<file path="src/rtl/vga_fetch_pkg.sv">
// rtl/vga_fetch_pkg.sv - shared types and byte-lane constants for the frame-fetch controller
package vga_fetch_pkg;

    typedef enum logic [1:0] {
        IDLE  = 2'd0,
        FETCH = 2'd1,
        DONE  = 2'd2,
        DRAIN = 2'd3
    } state_t;

    localparam int LANE_RED    = 0;
    localparam int LANE_GREEN  = 1;
    localparam int LANE_BLUE   = 2;
    localparam int LANE_BRIGHT = 3;

endpackage

</file>
<file path="src/rtl/vga_fetch_fifo.sv">
// rtl/vga_fetch_fifo.sv - show-ahead word FIFO with flush and free-slot count
module vga_fetch_fifo #(
    parameter int WIDTH     = 32,
    parameter int FIFO_LOG2 = 4
) (
    input  logic                 clk,
    input  logic                 reset,
    input  logic                 flush,
    input  logic                 wr,
    input  logic [WIDTH-1:0]     wdata,
    input  logic                 rd,
    output logic [WIDTH-1:0]     rdata,
    output logic                 empty,
    output logic [FIFO_LOG2:0]   free
);

    localparam int DEPTH = 1 << FIFO_LOG2;
    localparam logic [FIFO_LOG2:0] DEPTH_CNT = {1'b1, {FIFO_LOG2{1'b0}}};

    logic [WIDTH-1:0]     mem [DEPTH];
    logic [FIFO_LOG2-1:0] wptr;
    logic [FIFO_LOG2-1:0] rptr;
    logic [FIFO_LOG2:0]   count;
    logic                 full;
    logic                 do_wr;
    logic                 do_pop;

    assign empty  = (count == '0);
    assign full   = (count == DEPTH_CNT);
    assign free   = DEPTH_CNT - count;
    assign do_pop = rd && !empty && !flush;
    assign do_wr  = wr && !full && !flush;
    // Blank output while empty so the display sees black rather than stale data
    assign rdata  = empty ? '0 : mem[rptr];

    always_ff @(posedge clk) begin
        if (do_wr) begin
            mem[wptr] <= wdata;
        end
    end

    always_ff @(posedge clk) begin
        if (reset || flush) begin
            wptr  <= '0;
            rptr  <= '0;
            count <= '0;
        end else begin
            if (do_wr) begin
                wptr <= wptr + 1'b1;
            end
            if (do_pop) begin
                rptr <= rptr + 1'b1;
            end
            case ({do_wr, do_pop})
                2'b10:   count <= count + 1'b1;
                2'b01:   count <= count - 1'b1;
                default: count <= count;
            endcase
        end
    end

endmodule

</file>
<file path="src/rtl/vga_fetch_ctrl.sv">
// rtl/vga_fetch_ctrl.sv - walks the frame buffer with single-word reads and feeds the display FIFO
module vga_fetch_ctrl
    import vga_fetch_pkg::*;
#(
    parameter int ADDR_W      = 30,
    parameter int FRAME_WORDS = 38400,
    parameter int FIFO_LOG2   = 4
) (
    input  logic              clk,
    input  logic              reset,
    input  logic              enable,
    input  logic [ADDR_W-1:0] base_addr,
    input  logic              vga_vsync,
    input  logic              rd,
    output logic [7:0]        red_byte,
    output logic [7:0]        green_byte,
    output logic [7:0]        blue_byte,
    output logic [7:0]        bright_byte,
    output logic              bus_req,
    output logic [ADDR_W-1:0] bus_addr,
    input  logic              bus_ack,
    input  logic [31:0]       bus_data,
    output logic              underrun
);

    localparam int CNT_W = $clog2(FRAME_WORDS + 1);
    localparam logic [CNT_W-1:0] FRAME_CNT = CNT_W'(FRAME_WORDS);

    state_t             state_q, state_d;
    logic [ADDR_W-1:0]  ptr_q, ptr_d;
    logic [CNT_W-1:0]   cnt_q, cnt_d;
    logic               req_q, req_d;
    logic               vs_meta, vs_sync, vs_prev;
    logic               frame_start;
    logic               restart;
    logic               flush;
    logic               fifo_wr;
    logic               fifo_empty;
    logic [FIFO_LOG2:0] fifo_free;
    logic [31:0]        head;

    // vsync idles high, so the synchronizer resets high to avoid a spurious frame start
    always_ff @(posedge clk) begin
        if (reset) begin
            vs_meta <= 1'b1;
            vs_sync <= 1'b1;
            vs_prev <= 1'b1;
        end else begin
            vs_meta <= vga_vsync;
            vs_sync <= vs_meta;
            vs_prev <= vs_sync;
        end
    end

    assign frame_start = vs_prev && !vs_sync;

    always_comb begin
        state_d = state_q;
        ptr_d   = ptr_q;
        cnt_d   = cnt_q;
        req_d   = req_q && !bus_ack;
        fifo_wr = 1'b0;
        restart = 1'b0;
        flush   = 1'b0;
        case (state_q)
            IDLE, DONE: begin
                restart = frame_start;
            end
            FETCH: begin
                if (frame_start) begin
                    if (req_q && !bus_ack) begin
                        state_d = DRAIN;
                        flush   = 1'b1;
                    end else begin
                        restart = 1'b1;
                    end
                end else begin
                    if (req_q && bus_ack) begin
                        fifo_wr = 1'b1;
                        ptr_d   = ptr_q + ADDR_W'(1);
                        cnt_d   = cnt_q + CNT_W'(1);
                    end
                    // A request is only raised with no request outstanding, so one free slot suffices
                    if (cnt_q == FRAME_CNT) begin
                        state_d = DONE;
                    end else if (!req_q && fifo_free != '0) begin
                        req_d = 1'b1;
                    end
                end
            end
            DRAIN: begin
                if (bus_ack) begin
                    restart = 1'b1;
                end else begin
                    flush = frame_start;
                end
            end
            default: begin
                state_d = IDLE;
            end
        endcase
        if (restart) begin
            flush   = 1'b1;
            ptr_d   = base_addr;
            cnt_d   = '0;
            req_d   = 1'b0;
            state_d = enable ? FETCH : IDLE;
        end
    end

    always_ff @(posedge clk) begin
        if (reset) begin
            state_q <= IDLE;
            ptr_q   <= '0;
            cnt_q   <= '0;
            req_q   <= 1'b0;
        end else begin
            state_q <= state_d;
            ptr_q   <= ptr_d;
            cnt_q   <= cnt_d;
            req_q   <= req_d;
        end
    end

    always_ff @(posedge clk) begin
        if (reset || flush) begin
            underrun <= 1'b0;
        end else if (rd && fifo_empty) begin
            underrun <= 1'b1;
        end
    end

    vga_fetch_fifo #(
        .WIDTH     (32),
        .FIFO_LOG2 (FIFO_LOG2)
    ) u_fifo (
        .clk   (clk),
        .reset (reset),
        .flush (flush),
        .wr    (fifo_wr),
        .wdata (bus_data),
        .rd    (rd),
        .rdata (head),
        .empty (fifo_empty),
        .free  (fifo_free)
    );

    assign bus_req     = req_q;
    assign bus_addr    = ptr_q;
    assign red_byte    = head[LANE_RED*8    +: 8];
    assign green_byte  = head[LANE_GREEN*8  +: 8];
    assign blue_byte   = head[LANE_BLUE*8   +: 8];
    assign bright_byte = head[LANE_BRIGHT*8 +: 8];

endmodule

</file>
<file path="config.mk">
export PLATFORM = sky130hd
export DESIGN_NAME = vga_fetch_ctrl
export DESIGN_NICKNAME = d
export VERILOG_FILES = /design/src/rtl/vga_fetch_pkg.sv /design/src/rtl/vga_fetch_fifo.sv /design/src/rtl/vga_fetch_ctrl.sv
export SDC_FILE = /design/constraint.sdc
export NUM_CORES = 1
export LEC_CHECK = 0
export CAP_MARGIN = 20
export CORE_MARGIN = 2
export CORE_UTILIZATION = 30
export DETAILED_ROUTE_END_ITERATION = 8
export SYNTH_ARGS = -nofsm -noshare
export SYNTH_HDL_FRONTEND = slang
export SYNTH_SLANG_ARGS = --single-unit
</file>
<file path="constraint.sdc">
create_clock -name clk -period 4.59 [get_ports clk]
set_clock_uncertainty 0.2 [all_clocks]
set_input_delay 0.6885 -clock clk [delete_from_list [all_inputs] [get_ports clk]]
set_output_delay 0.6885 -clock clk [all_outputs]
set_load 0.01 [all_outputs]
</file>
==> impl_results.rst, run 1 <==
.. list-table::
   :header-rows: 1

   * - Metric
     - Value
   * - Total routing resource utilization after global routing
     - 13.3%
   * - Effective utilization at floorplan
     - 30.3%
   * - Ant. Diodes
     - 0
   * - Area share of the largest cell type after synthesis
     - 66.8%
   * - Leading post-synthesis cells by cell area
     - sky130_fd_sc_hd__edfxtp_1 (67%), sky130_fd_sc_hd__mux4_2 (16%), sky130_fd_sc_hd__dfxtp_1 (6.1%)
   * - # resized after CTS
     - 0
   * - Via count of the first global-routing pass
     - 12,304
   * - Number of top-level design ports
     - 132
   * - Most common library cell in the layout ignoring fill and taps
     - sky130_fd_sc_hd__edfxtp_1
   * - Placer Congestion
     - 0.795
   * - Longest Clk Path Bufs
     - 3
   * - Max Fclk
     - 242 MHz
   * - Count of distinct cell types in the synthesized netlist
     - 53
   * - Synthesized instance count
     - 1,198
   * - Critical-path cell with the highest stage delay
     - sky130_fd_sc_hd__mux4_2
   * - Crit path arrival time
     - 3.25 ns
   * - Number of hold buffers added after CTS
     - 0
   * - Layout filler cell count
     - 6,991
   * - Post-synthesis async set-or-reset flop share
     - 0%
   * - Total setup buffers inserted after CTS
     - 0
   * - Count of buffers inserted at the top-level ports
     - 131
   * - # setup viols final
     - 0
   * - Synthesis Warnings
     - 0
   * - Congestion Overflow GR
     - 0
   * - Total via count in the routed design
     - between 10,000 and 15,000
   * - Max rail drop VDD
     - between 0.3 and 0.4 mV
   * - Number of pins with negative max-slew slack in the final report
     - 0
   * - Routed WL per cell
     - 21.4 µm
   * - Setup slack at placement
     - between 0.7 and 0.8 ns
   * - Number of DRC violations after detailed routing
     - 0
   * - Clock sink count
     - 582
   * - Data required time of the critical path
     - 3.70 ns
   * - Estimated wirelength of the detail-placed design
     - 29.1 mm
   * - Fin crit share
     - 90.1%
   * - Total cell area at the placement stage
     - 25,900 µm²
   * - Placed Cells incl. Taps
     - between 2,000 and 2,500
   * - Endpoints failing hold
     - 0
   * - DRC violation total after the first TritonRoute iteration
     - between 1,000 and 1,500
   * - Total standard cell area after synthesis
     - 23,000 µm²
   * - Shortest clock period the worst path allows after layout
     - between 4 and 5 ns
   * - Crit-path max FO
     - 40
   * - Total die area
     - 79,000 µm²
   * - Die Y
     - 281 µm
   * - Crit-path max cell delay
     - 0.56 ns
   * - Headroom to the max-slew limit
     - 28.8%
   * - Floorplan Core Area
     - ~76,000 µm²
   * - Critical path's top delay family
     - multiplexers
   * - Pin count of the biggest net entering global routing
     - 41
   * - Synth-to-layout area growth
     - 20.7%
   * - Power density over the cells
     - between 300 and 400 nW/µm²
   * - Post-route standard cell area excluding fillers
     - roughly 28,000 µm²
   * - CTS root buf
     - sky130_fd_sc_hd__clkbuf_16
   * - Cell with the most instances on the worst path
     - sky130_fd_sc_hd__mux4_2
   * - Run status
     - completed
   * - Setup repair after global routing missed its margin
     - false
   * - Count of buffering cells on the critical path with inverters included
     - 2
   * - Count of placed standard cells in the final layout, fillers left out
     - 2,446
   * - Antenna violations before repair
     - 3
   * - Number of nets in the synthesized netlist
     - 1,278
   * - Worst hold path class
     - register to register
   * - Net count, final
     - 1,446
   * - Cell type contributing the most total cell area after synthesis
     - sky130_fd_sc_hd__edfxtp_1
   * - Final ANT Viol Nets
     - 0
   * - Flop and latch count out of synthesis
     - approximately 580
   * - Global-route wire length before repair
     - between 70 and 80 mm
   * - Reg clk slew, reported paths
     - 0.06 ns
   * - Pre-Repair DR Iteration Count
     - 5
   * - Most common flop cell mapped by yosys
     - sky130_fd_sc_hd__edfxtp_1
   * - Portion of the post-synthesis area used by sequential elements
     - 72.9%
   * - Setup slack, reg-to-reg
     - 0.92 ns
   * - Vias per inst
     - 4.80
   * - Number of flops mapped to enable cells by yosys
     - 512
   * - Max H-tree Level
     - 2
   * - Reported leakage power
     - 8.37 nW
   * - CP startpoint kind
     - register
   * - Wire length after detailed routing
     - ~52 mm
   * - Horizontal extent of the die
     - 281 µm
   * - Clock buffers created by TritonCTS
     - between 50 and 60
   * - Number of rows in the core area
     - 101
   * - Share of final-layout standard cells stronger than drive strength 1
     - 22.0%
   * - Clk_lat worst skew
     - 0.59 ns
   * - Commonest cells after routing, fill and taps aside
     - sky130_fd_sc_hd__edfxtp_1 (512), sky130_fd_sc_hd__mux4_2 (160), sky130_fd_sc_hd__clkdlybuf4s50_1 (131)
   * - Start-to-end type of the worst setup path
     - register to primary output
   * - Total Neg Setup Slack
     - 0 ns
   * - Slew at the pin closest to its max-slew limit
     - between 1 and 1.5 ns
   * - Core Util, Final
     - about 37%
   * - Mean cell area of the mapped netlist
     - 19.2 µm²
   * - Setup ws final
     - 0.455 ns
   * - Number of max-cap violations
     - 0
   * - CTS tree
     - done
   * - Cell breakdown of the critical path
     - buf_12 -> mux4_2 -> mux4_2 -> nor2b_1 -> clkdlybuf4s50_1
   * - Critical path capture point type
     - primary output
final cells by class:
| class | count | area, µm² | area share, % |
|---|---|---|---|
| Clock inverter | 43 | 385 | 1.39 |
| Inverter | 12 | 45.0 | 0.162 |
| Tap cell | 1030 | 1290 | 4.64 |
| Sequential cell | 582 | 16800 | 60.4 |
| Multi-Input combinational cell | 544 | 6060 | 21.8 |
| Clock buffer | 68 | 1510 | 5.43 |
| Timing Repair Buffer | 167 | 1720 | 6.19 |
registers in the layout, indices dropped and copies added (netlist names), 2 cells and up, named ones only:
register / cells
bus_addr: 30
cnt_q: 16
state_q: 2
u_fifo.count: 5
u_fifo.mem: 512
u_fifo.rptr: 4
u_fifo.wptr: 4
power breakdown:
group	switching [mW]	internal (mW)
combinational	0.118	0.102
sequential	0.0218	5.77
clock	2.03	2.65
synthesized netlist by cell type, types with 2 or more instances:
| master | n |
|---|---|
| sky130_fd_sc_hd__a2111oi_0 | 5 |
| sky130_fd_sc_hd__a211oi_1 | 12 |
| sky130_fd_sc_hd__a21oi_1 | 13 |
| sky130_fd_sc_hd__a311oi_1 | 3 |
| sky130_fd_sc_hd__a31oi_1 | 2 |
| sky130_fd_sc_hd__and2_1 | 5 |
| sky130_fd_sc_hd__and3_1 | 10 |
| sky130_fd_sc_hd__and4_1 | 2 |
| sky130_fd_sc_hd__buf_1 | 5 |
| sky130_fd_sc_hd__buf_2 | 20 |
| sky130_fd_sc_hd__buf_4 | 3 |
| sky130_fd_sc_hd__clkbuf_1 | 32 |
| sky130_fd_sc_hd__dfxtp_1 | 70 |
| sky130_fd_sc_hd__edfxtp_1 | 512 |
| sky130_fd_sc_hd__ha_1 | 12 |
| sky130_fd_sc_hd__inv_1 | 12 |
| sky130_fd_sc_hd__mux2_2 | 2 |
| sky130_fd_sc_hd__mux2i_1 | 4 |
| sky130_fd_sc_hd__mux4_2 | 160 |
| sky130_fd_sc_hd__nand2_1 | 44 |
| sky130_fd_sc_hd__nand2b_1 | 6 |
| sky130_fd_sc_hd__nand3_1 | 22 |
| sky130_fd_sc_hd__nand3b_1 | 2 |
| sky130_fd_sc_hd__nand4_1 | 13 |
| sky130_fd_sc_hd__nor2_1 | 81 |
| sky130_fd_sc_hd__nor2b_1 | 37 |
| sky130_fd_sc_hd__nor3_1 | 21 |
| sky130_fd_sc_hd__nor3b_1 | 3 |
| sky130_fd_sc_hd__nor4_1 | 6 |
| sky130_fd_sc_hd__o211ai_1 | 2 |
| sky130_fd_sc_hd__o21a_1 | 2 |
| sky130_fd_sc_hd__o21ai_0 | 9 |
| sky130_fd_sc_hd__o22ai_1 | 3 |
| sky130_fd_sc_hd__o311ai_0 | 2 |
| sky130_fd_sc_hd__or2_2 | 3 |
| sky130_fd_sc_hd__or3_1 | 3 |
| sky130_fd_sc_hd__xnor2_1 | 11 |
| sky130_fd_sc_hd__xor2_1 | 29 |
layer usage:
layer,up-vias,routed length [µm],track usage [%]
met5,-,33,0
met4,6,932,3.00
met3,67,2820,2.79
met2,288,25800,22.3
met1,6193,22700,17.6
li1,5185,-,-
cells by family after synthesis:
group	after synthesis	share of synthesized area [%]
compound gates	59	1.74
flops	582	72.9
fa+ha+maj	12	0.652
buf+inv	72	1.33
mux	166	15.9
xor+xnor	40	1.52
simple gates	267	5.97
final timing paths:
path                    from         endpoint  cells after the start
max                 register   bright_byte[2]                      5
min                  vs_meta          vs_sync                      1
min reg2reg          vs_meta          vs_sync                      1
max reg2reg  u_fifo.count[2]  u_fifo.count[4]                     12
stage by stage:
stage / hold WS [ns] / power, mW
final: 0.225 / 10.7
after global routing: 0.247 / 11.0
after CTS: 0.230 / 10.8
after detailed placement: 0.214 / 6.12
after global placement: 0.201 / 6.11
after floorplan: 0.189 / 5.96
No activity file was read; power rests on OpenSTA's default activity.
==> inputs of run 2 (changes only) <==
Settings changed: ABC_AREA set to 1.
==> run 2 against run 1 <==
Sequential power is 3% higher. Worst setup slack worse by 0.19 ns. Combinational power grew to 15 times the previous value. Largest power group unchanged.
==> impl_results.rst, run 2 <==
.. list-table::
   :header-rows: 1

   * - Metric
     - Value
   * - Run status
     - completed
   * - Total routing resource utilization after global routing
     - 15.2% (+1.9 points)
   * - Number of nets in the synthesized netlist
     - 2,056 (+61%)
   * - Post-synthesis async set-or-reset flop share
     - 0% (unchanged)
   * - Most common library cell in the layout ignoring fill and taps
     - sky130_fd_sc_hd__edfxtp_1
   * - Crit path arrival time
     - 3.44 ns (+0.19 ns)
   * - Worst hold path class
     - register to register
   * - Start-to-end type of the worst setup path
     - register to primary output
   * - Number of DRC violations after detailed routing
     - 0 (unchanged)
   * - Ant. Diodes
     - 0 (unchanged)
   * - Final ANT Viol Nets
     - 0 (unchanged)
   * - CTS root buf
     - sky130_fd_sc_hd__clkbuf_16
   * - Post-layout power
     - 13.9 mW (+30%)
   * - Placer Congestion
     - 0.838 (+5.5%)
   * - Clock buffers created by TritonCTS
     - 59 (unchanged)
   * - Reg2reg end
     - u_fifo.count[4]
   * - Antenna violations before repair
     - 3 (unchanged)
   * - Data required time of the critical path
     - 3.70 ns (about the same)
   * - Fin crit share
     - 94.3% (+4.2 points)
   * - # resized after CTS
     - 0 (unchanged)
   * - Cell type contributing the most total cell area after synthesis
     - sky130_fd_sc_hd__edfxtp_1
   * - Slew at the pin closest to its max-slew limit
     - 0.781 ns (-0.287 ns)
   * - Floorplan Core Area
     - 78,900 µm² (+3.8%)
   * - Max rail drop VDD
     - 0.347 mV (+2.0%)
   * - Register ranked first by flip-flop count
     - u_fifo.mem
   * - Gate power share
     - 23.3% (+21 points)
   * - Power share of the sequential group
     - 42.7% (-12 points)
   * - Setup ws final
     - 0.261 ns (-0.193 ns)
   * - Effective utilization at floorplan
     - 30.2% (-0.074 points)
   * - Clock sink count
     - 582 (unchanged)
   * - Setup repair after global routing missed its margin
     - false
   * - Area share of the largest cell type after synthesis
     - 64.5% (-2.3 points)
   * - Commonest cells after routing, fill and taps aside
     - sky130_fd_sc_hd__edfxtp_1 (512), sky130_fd_sc_hd__nor2_1 (317), sky130_fd_sc_hd__o21ai_0 (279)
   * - Max H-tree Level
     - 2 (unchanged)
   * - CTS tree
     - done
   * - Pre-Repair DR Iteration Count
     - 5 (unchanged)
   * - Max FFs per register
     - 512 (unchanged)
   * - Total setup buffers inserted after CTS
     - 0 (unchanged)
   * - Termination of the worst setup path
     - green_byte[3]
   * - Net count, final
     - 2,174 (+50%)
   * - Total die area
     - 81,800 µm² (+3.5%)
   * - Endpoints failing hold
     - 0 (unchanged)
   * - Sw Share
     - 30.8% (+11 points)
   * - Most common flop cell mapped by yosys
     - sky130_fd_sc_hd__edfxtp_1
   * - Total Neg Setup Slack
     - 0 ns (unchanged)
   * - Synthesis Warnings
     - 0 (unchanged)
   * - Total standard cell area after synthesis
     - 23,900 µm² (+3.6%)
   * - Number of hold buffers added after CTS
     - 0 (unchanged)
   * - Count of distinct cell types in the synthesized netlist
     - 49 (-7.5%)
   * - CP startpoint kind
     - register
   * - Count of placed standard cells in the final layout, fillers left out
     - 3,191 (+30%)
   * - Max Fclk
     - 231 MHz (-4.5%)
   * - Most frequent cell after synthesis
     - sky130_fd_sc_hd__edfxtp_1
   * - Synth-to-layout area growth
     - 19.2%
   * - DRC violation total after the first TritonRoute iteration
     - 1,518 (+45%)
   * - Estimated wirelength of the detail-placed design
     - 36.3 mm (+24%)
   * - Number of flops mapped to enable cells by yosys
     - 512 (unchanged)
   * - Reg2reg start
     - u_fifo.count[0]
   * - Clock network fraction of design power
     - 34.0% (-9.8 points)
   * - Internal power contribution
     - 9.63 mW (+13%)
   * - Headroom to the max-slew limit
     - 47.8% (+19 points)
   * - Launch instance of the worst min-delay path
     - vs_meta
   * - Reported leakage power
     - 9.05 nW (+8.1%)
   * - Layout filler cell count
     - 7,538 (+7.8%)
   * - Vias per inst
     - 5.09 (+6.1%)
   * - Shortest clock period the worst path allows after layout
     - 4.33 ns (+0.193 ns)
   * - Post-route standard cell area excluding fillers
     - 28,400 µm² (+2.3%)
   * - Number of max-cap violations
     - 0 (unchanged)
   * - Via count of the first global-routing pass
     - 15,820 (+29%)
   * - # setup viols final
     - 0 (unchanged)
   * - Longest Clk Path Bufs
     - 3 (unchanged)
   * - Worst reg-to-reg path cell count
     - 17 (+5)
   * - Setup slack, reg-to-reg
     - 1.00 ns (+0.08 ns)
   * - Power density over the cells
     - 489 nW/µm² (+27%)
   * - Number of pins with negative max-slew slack in the final report
     - 0 (unchanged)
   * - Portion of the post-synthesis area used by sequential elements
     - 70.3% (-2.5 points)
   * - Total via count in the routed design
     - 16,245 (+38%)
   * - Share of final-layout standard cells stronger than drive strength 1
     - 9.15% (-13 points)
   * - Mean cell area of the mapped netlist
     - 12.1 µm² (-37%)
   * - Placed Cells incl. Taps
     - 3,083 (+32%)
   * - Wire length after detailed routing
     - 63.7 mm (+22%)
   * - Synthesized instance count
     - 1,976 (+65%)
   * - Reg clk slew, reported paths
     - 0.06 ns (about the same)
   * - Congestion Overflow GR
     - 0 (unchanged)
   * - Number of top-level design ports
     - 132 (unchanged)
   * - Count of buffers inserted at the top-level ports
     - 131 (unchanged)
   * - Number of rows in the core area
     - 103 (+2.0%)
   * - Reported net switching power
     - 4.29 mW (+98%)
   * - Setup slack at placement
     - 0.913 ns (+0.116 ns)
   * - Total cell area at the placement stage
     - 26,500 µm² (+2.5%)
   * - Most numerous cell types in the synthesized netlist
     - sky130_fd_sc_hd__edfxtp_1 (512), sky130_fd_sc_hd__nor2_1 (334), sky130_fd_sc_hd__o21ai_0 (279)
   * - Global-route wire length before repair
     - 95.6 mm (+23%)
   * - Pin count of the biggest net entering global routing
     - 121 (+200%)
   * - Leading post-synthesis cells by cell area
     - sky130_fd_sc_hd__edfxtp_1 (64%), sky130_fd_sc_hd__dfxtp_1 (5.9%), sky130_fd_sc_hd__o21ai_0 (5.9%)
   * - Critical path capture point type
     - primary output
   * - Horizontal extent of the die
     - 286 µm (+1.8%)
   * - Crit-path max FO
     - 43 (+7.5%)
   * - Flop and latch count out of synthesis
     - 582 (unchanged)
   * - Routed WL per cell
     - 20.0 µm (-6.6%)
   * - Clk_lat worst skew
     - 0.61 ns (+0.02 ns)
   * - Die Y
     - 286 µm (+1.8%)
run 2: changes by cell type in the layout (fill, tap and decap cells not counted), moves of 56 or more:
| cell | previous run | this run |
|---|---|---|
| sky130_fd_sc_hd__a21oi_1 | 13 | 70 |
| sky130_fd_sc_hd__inv_1 | 12 | 68 |
| sky130_fd_sc_hd__mux4_2 | 160 | 0 |
| sky130_fd_sc_hd__nand2_1 | 44 | 138 |
| sky130_fd_sc_hd__nor2_1 | 69 | 317 |
| sky130_fd_sc_hd__o21ai_0 | 8 | 279 |
| sky130_fd_sc_hd__o221ai_1 | 1 | 99 |
run 2: final cells by class:
cell class / count / area, µm² / area share, %
clock buffer: 72 / 1550 / 5.43
sequential: 582 / 16800 / 59.0
clock inverter: 36 / 353 / 1.24
timing repair buffer: 185 / 1780 / 6.26
inverter: 79 / 304 / 1.07
multi-input combinational: 1187 / 6360 / 22.4
tap: 1050 / 1310 / 4.62
run 2: worst max-delay path: stages, from the launching register on:
cell and delay, ns:
sky130_fd_sc_hd__dfxtp_4 0.66, sky130_fd_sc_hd__buf_4 0.46, sky130_fd_sc_hd__buf_4 0.39, sky130_fd_sc_hd__o21ai_0 0.15
sky130_fd_sc_hd__o221ai_1 0.22, sky130_fd_sc_hd__nand3_1 0.12, sky130_fd_sc_hd__a21oi_1 0.21, sky130_fd_sc_hd__clkdlybuf4s50_1 0.57
run 2: worst min-delay path by stage:
| stage | end | depth (start not counted) |
|---|---|---|
| after detailed placement | vs_sync | 1 |
| after global routing | vs_sync | 1 |
| final | vs_sync | 1 |
| after global placement | vs_sync | 1 |
| after CTS | vs_sync | 1 |
| after floorplan | vs_sync | 1 |
run 2: cell families (layout without fill, tap and decap cells):
kind of cell / Yosys count / count (layout) / share of synthesized area [%]
and+or+nand+nor: 611 / 611 / 11.0
DFF: 582 / 582 / 70.3
AOI/OAI and AO/OA: 546 / 546 / 13.9
buffers and inverters: 207 / 372 / 3.54
xor gates and xnor gates: 18 / 18 / 0.661
adders and majority gates: 12 / 12 / 0.629
run 2: routing by layer:
metal,wire (µm),up-vias,part of all wire [%],GRT usage (%)
met1,27700,8012,43,20.5
met2,30000,568,47,24.6
met5,35,-,0.055,0
met4,1540,6,2.4,4.58
met3,4500,107,7.1,2.97
li1,-,7552,-,-
run 2: through the flow:
step / hold WS [ns] / util, %
after floorplan: 0.189 / -
after global placement: 0.197 / 33.7
after detailed placement: 0.217 / 33.7
after CTS: 0.231 / 36.1
after global routing: 0.242 / 36.1
final: 0.233 / 36.1
run 2: power by group through the flow:
stage	Clock, mW	Sequential, mW	Combinational, mW
after CTS	4.81	5.94	3.27
after floorplan	0	5.95	1.98
after global placement	0	6.05	3.19
after detailed placement	0	6.06	3.26
final	4.73	5.95	3.24
after global routing	5.00	5.96	3.58
